## src/rtl/debug_pkg.sv

```systemverilog
// Shared types and 100 MHz default timing for the debug-state button path.
package debug_pkg;

   typedef enum logic [2:0] {
      StIdle       = 3'd0,
      StPressChk   = 3'd1,
      StPressed    = 3'd2,
      StRepeat     = 3'd3,
      StReleaseChk = 3'd4
   } btn_state_e;

   localparam int unsigned DefDebounceCycles = 1_000_000;  // 10 ms
   localparam int unsigned DefHoldCycles     = 50_000_000; // 500 ms
   localparam int unsigned DefRepeatCycles   = 20_000_000; // 200 ms
   localparam int unsigned DefCntW           = 26;

endpackage

```

## src/rtl/sync_2ff.sv

```systemverilog
// Two-flop synchroniser for a single asynchronous bit, reset to 0.
module sync_2ff (
   input  logic clk,
   input  logic rst,
   input  logic d,
   output logic q
);

   logic meta_q;

   always_ff @(posedge clk or posedge rst) begin
      if (rst) begin
         meta_q <= 1'b0;
         q      <= 1'b0;
      end else begin
         meta_q <= d;
         q      <= meta_q;
      end
   end

endmodule

```

## src/rtl/btn_debounce_pulse.sv

```systemverilog
// Push-button conditioner: synchronise, debounce, one pulse per press plus
// optional auto-repeat while held.
module btn_debounce_pulse
   import debug_pkg::*;
#(
   parameter int unsigned DEBOUNCE_CYCLES = DefDebounceCycles,
   parameter int unsigned HOLD_CYCLES     = DefHoldCycles,
   parameter int unsigned REPEAT_CYCLES   = DefRepeatCycles,
   parameter bit          REPEAT_EN       = 1'b1,
   parameter int unsigned CNT_W           = DefCntW
) (
   input  logic clk,
   input  logic rst,
   input  logic btn_raw,
   output logic btn_pulse,
   output logic btn_level,
   output logic btn_held
);

   localparam logic [CNT_W-1:0] DebTc  = CNT_W'(DEBOUNCE_CYCLES - 1);
   localparam logic [CNT_W-1:0] HoldTc = CNT_W'(HOLD_CYCLES - 1);
   localparam logic [CNT_W-1:0] RepTc  = CNT_W'(REPEAT_CYCLES - 1);
   localparam logic [CNT_W-1:0] One    = CNT_W'(1);

   logic             btn_sync;
   btn_state_e       state_q;
   logic [CNT_W-1:0] cnt_q;

   sync_2ff u_sync (
      .clk (clk),
      .rst (rst),
      .d   (btn_raw),
      .q   (btn_sync)
   );

   // Release is always tested first, so it beats a coincident terminal count.
   always_ff @(posedge clk or posedge rst) begin
      if (rst) begin
         state_q   <= StIdle;
         cnt_q     <= '0;
         btn_pulse <= 1'b0;
         btn_level <= 1'b0;
         btn_held  <= 1'b0;
      end else begin
         btn_pulse <= 1'b0;
         unique case (state_q)
            StIdle: begin
               if (btn_sync) begin
                  state_q <= StPressChk;
                  cnt_q   <= '0;
               end
            end
            StPressChk: begin
               if (!btn_sync) begin
                  state_q <= StIdle;
                  cnt_q   <= '0;
               end else if (cnt_q == DebTc) begin
                  state_q   <= StPressed;
                  cnt_q     <= '0;
                  btn_pulse <= 1'b1;
                  btn_level <= 1'b1;
               end else begin
                  cnt_q <= cnt_q + One;
               end
            end
            StPressed: begin
               if (!btn_sync) begin
                  state_q <= StReleaseChk;
                  cnt_q   <= '0;
               end else if (cnt_q != HoldTc) begin
                  cnt_q <= cnt_q + One;
               end else if (REPEAT_EN) begin
                  state_q   <= StRepeat;
                  cnt_q     <= '0;
                  btn_pulse <= 1'b1;
                  btn_held  <= 1'b1;
               end
               // Without auto-repeat the hold timer simply parks at its terminal value.
            end
            StRepeat: begin
               if (!btn_sync) begin
                  state_q  <= StReleaseChk;
                  cnt_q    <= '0;
                  btn_held <= 1'b0;
               end else if (cnt_q == RepTc) begin
                  cnt_q     <= '0;
                  btn_pulse <= 1'b1;
               end else begin
                  cnt_q <= cnt_q + One;
               end
            end
            StReleaseChk: begin
               if (btn_sync) begin
                  state_q <= StPressed;
                  cnt_q   <= '0;
               end else if (cnt_q == DebTc) begin
                  state_q   <= StIdle;
                  cnt_q     <= '0;
                  btn_level <= 1'b0;
               end else begin
                  cnt_q <= cnt_q + One;
               end
            end
            default: begin
               state_q   <= StIdle;
               cnt_q     <= '0;
               btn_level <= 1'b0;
               btn_held  <= 1'b0;
            end
         endcase
      end
   end

endmodule
```

## config.mk

```make
export PLATFORM = sky130hd
export DESIGN_NAME = btn_debounce_pulse
export DESIGN_NICKNAME = d
export VERILOG_FILES = /design/src/rtl/debug_pkg.sv /design/src/rtl/sync_2ff.sv /design/src/rtl/btn_debounce_pulse.sv
export SDC_FILE = /design/constraint.sdc
export NUM_CORES = 1
export LEC_CHECK = 0
export CAP_MARGIN = 20
export CORE_MARGIN = 10
export CORE_UTILIZATION = 54
export DETAILED_ROUTE_END_ITERATION = 10
export GPL_ROUTABILITY_DRIVEN = 0
export PLACE_DENSITY = 0.71
export SLEW_MARGIN = 20
export SYNTH_ARGS = -nofsm -noshare
export SYNTH_HDL_FRONTEND = slang
export SYNTH_SLANG_ARGS = --single-unit
export TNS_END_PERCENT = 5
```

## constraint.sdc

```tcl
create_clock -name clk -period 5.51 [get_ports clk]
set_clock_uncertainty 0.15 [all_clocks]
set_input_delay 0.8265 -clock clk [delete_from_list [all_inputs] [get_ports clk]]
set_output_delay 0.8265 -clock clk [all_outputs]
set_load 0.02 [all_outputs]
```

==> metrics list <==
- The completed layout was analyzed and its total power is 0.487 mW.
- Setup violations remaining at the end of the flow were counted as 0.
- Buffers added to address setup during post-CTS repair amount to 0.
- Number of placed cells counting well taps: ~300
- Avg WL per Cell: 15.4 um
- Worst VDD drop: 0.000145 V
* Count of input and output buffers: 5
* Pin count of the biggest net entering global routing: 35
- Sequential cells were found to cover between 40% and 50% of the synthesized design area.
- Crit start category: flip-flop
* Clock slew at reported path FFs: 0.07 ns
- After the first detailed-routing iteration, the DRC count stood at 169.
- After clock tree synthesis, the repair step resized 0 gates.
* Site row count: 22
- For this configuration, the core starts out at a cell density of 56.0%.
- CTS tree: yes
- Vias per inst: 6.09
- Overall via count from detail_route: 1846
- The tree is rooted in a clkbuf_8.
* Pwr dens: ~220 nW/um^2
* Io pins: 6
- The first detailed-routing pass took 4 iterations.
- The die covers 6700 sq um.
* Horiz. Die Dim: between 80 and 90 um
- Count of inserted antenna diode cells: 0
* Number of DRC violations after detailed routing: 0
- Nets in the synthesized netlist: between 200 and 300
- CTS Buffer Depth: 2
- Predominant post-synthesis flop cell: dfrtp_1
- Pin slew with the least headroom to its limit: 0.990 ns
* Reg-to-reg slack, setup: between 2 and 3 ns
- FF+latch count, synth: 34
- Yosys mapped a number of flops with a built-in enable equal to 0.
- Startpoint-to-endpoint class of the critical path: flip-flop to flip-flop
- In the post-synthesis netlist, the cell with the most instances is nand2_1.
- Max-cap violations: 0
- Total negative setup slack: 0 ns
* Clock latency on the worst-skew pair: 0.29 ns
- Final hold violation count: 0
- Initial antenna violation count: 0
* Clock buffer count from CTS: 5
* Post-route non-filler standard cell count: 303
- After layout, the minimum clock period comes to 2.72 ns.
* Hold/Removal Path Class: flip-flop to flip-flop
- After synthesis, the most frequently instantiated cells are nand2_1 (52), dfrtp_1 (34), nor2_1 (21).
* Overflow left after global routing: 0
* Endpoint of the worst-slack reg-to-reg timing path: cnt_q[18]
- Hold repair after CTS inserted 0 buffers.
- Crit end category: flip-flop
- Data arrives at the worst endpoint at about 2.7 ns.
* Avg Inst Size Synth: 8.16 sq um
- Summed over all cells, the static leakage comes to roughly 0.96 nW.
* Post-synthesis instance area: 2070 sq um
- Yosys attributes the largest share of cell area to dfrtp_1 (41%), nand2_1 (9.4%), o22ai_1 (5.5%), nor2_1 (3.8%), nand4_1 (3.3%).
- The total count of max-transition violations in the final report is 0.
- The via count of the first global-routing pass is 1772.
- Remaining max-slew budget at the tightest pin: 33.6%
- Timing would allow up to approximately 0.37 GHz.
* Asr flop ratio synth: 100%
* Clock H-tree levels: 2
* Number of instances in the synthesized netlist: ~250
- The core region is 3690 sq um.
- Wire length of the first global-routing pass: 8330 um
* Layout-stage area growth over the synthesis result: 7.51%
* Fraction of final layout cells with drive strength greater than 1: 8.24%
- For hold timing, the worst endpoint is u_sync.q.
- Total wire length after detailed routing: 4670 um
- Share of Yosys cell area claimed by the top area cell type: 41.2%
- All-Layer GR Usage: 15.5%
* Remaining number of nets flagged by the antenna check after routing: 0
* Number of sinks on the clock net: 34
* Period utilization: between 40% and 50%
- In this run the vertical extent of the chip is roughly 82 um.
- The flow ran to the end, and the final reports show no timing, DRC or antenna violations.
- The worst hold path passes through 0 cells.
- Worst Min Path Start: u_sync.meta_q
- Yosys warnings: 0
- Origin of the critical flop-to-flop path: cnt_q[22]
* Unrepaired setup endpoints after global routing: false
- Counting cells, the worst reg-to-reg path comes to 6.
* DP Wirelength: 3280 um
* Required time of the critical path: 5.52 ns
- Number of nets in the final layout: between 200 and 300
- Top cell type by total area after synthesis: dfrtp_1
- Number of unique standard cell types used by synthesis: 45
- Highest fanout seen on the critical path: 22
## flip-flops by register name, summed over array words and instances (netlist names)
register       flops
cnt_q             26
state_q            3
btn_held           1
btn_level          1
btn_pulse          1
u_sync.meta_q      1
u_sync.q           1
## kinds of logic after synthesis
logic type / after synthesis / share of synthesized area (%)
buf+inv: 20 / 4.60
flops: 34 / 41.2
fa+ha+maj: 1 / 0.606
compound gates: 54 / 17.4
xor+xnor: 4 / 1.70
simple gates: 140 / 34.5
## where the power goes
part / internal, mW / total [mW] / switching (mW)
clock network: 0.100 / 0.194 / 0.0941
logic: 0.0109 / 0.0294 / 0.0185
registers: 0.256 / 0.264 / 0.00718
total: 0.368 / 0.487 / 0.120
## stage by stage
stage                     utilization (%)  setup slack [ns]  hold WS (ns)  cell area [sq um]
after floorplan                         -              3.23         0.181               2070
after global placement               57.6              2.86         0.185               2130
after detailed placement             57.6              2.81         0.186               2130
after CTS                            60.2              2.80         0.206               2220
after global routing                 60.2              2.60         0.225               2220
final                                60.2              2.79         0.203               2220
## layer usage
layer  wire length (um)  global-route usage, %  part of all wire, %
met4                 65                   4.42                  1.4
met3                264                   3.60                  5.6
met1               2140                   20.1                   46
met5                  0                      0                    0
met2               2200                   25.2                   47
## how the worst max path moves through the flow
stage	startpoint	cells after the start	endpoint
finish	cnt_q[22]	6	cnt_q[18]
global route	cnt_q[0]	7	cnt_q[24]
CTS	cnt_q[22]	6	cnt_q[18]
detailed placement	cnt_q[22]	6	cnt_q[18]
global placement	cnt_q[22]	6	cnt_q[17]
floorplan	cnt_q[22]	7	cnt_q[12]
## placed cells by master (no fill, tap or decap), types with 5 or more instances in the layout
cell / instances
a21oi_1: 6
o22ai_1: 18
nor2_1: 21
and2_1: 10
o21ai_0: 10
nand2_1: 52
clkdlybuf4s50_1: 5
nor3_1: 8
inv_1: 6
nand4_1: 11
dfrtp_1: 34
nand3_1: 11
clkbuf_8: 6
o21a_1: 6
## area by class of cell
class | count | area, sq um
Inverter | 6 | 22.5
Timing Repair Buffer | 8 | 72.6
Sequential cell | 34 | 851
Fill cell | 341 | 1470
Multi-Input combinational cell | 199 | 1120
Clock buffer | 6 | 82.6
Tap cell | 48 | 60.1
Clock inverter | 2 | 12.5
## worst max-delay path: stages (launching register included)
cell and delay, ns:
dfrtp_1 0.43, or4_1 0.54, or4_4 0.48, o21ai_2 0.20, o2bb2ai_2 0.29, nor2_1 0.34
o21ai_0 0.15
Power figures use the tool's default switching activity.
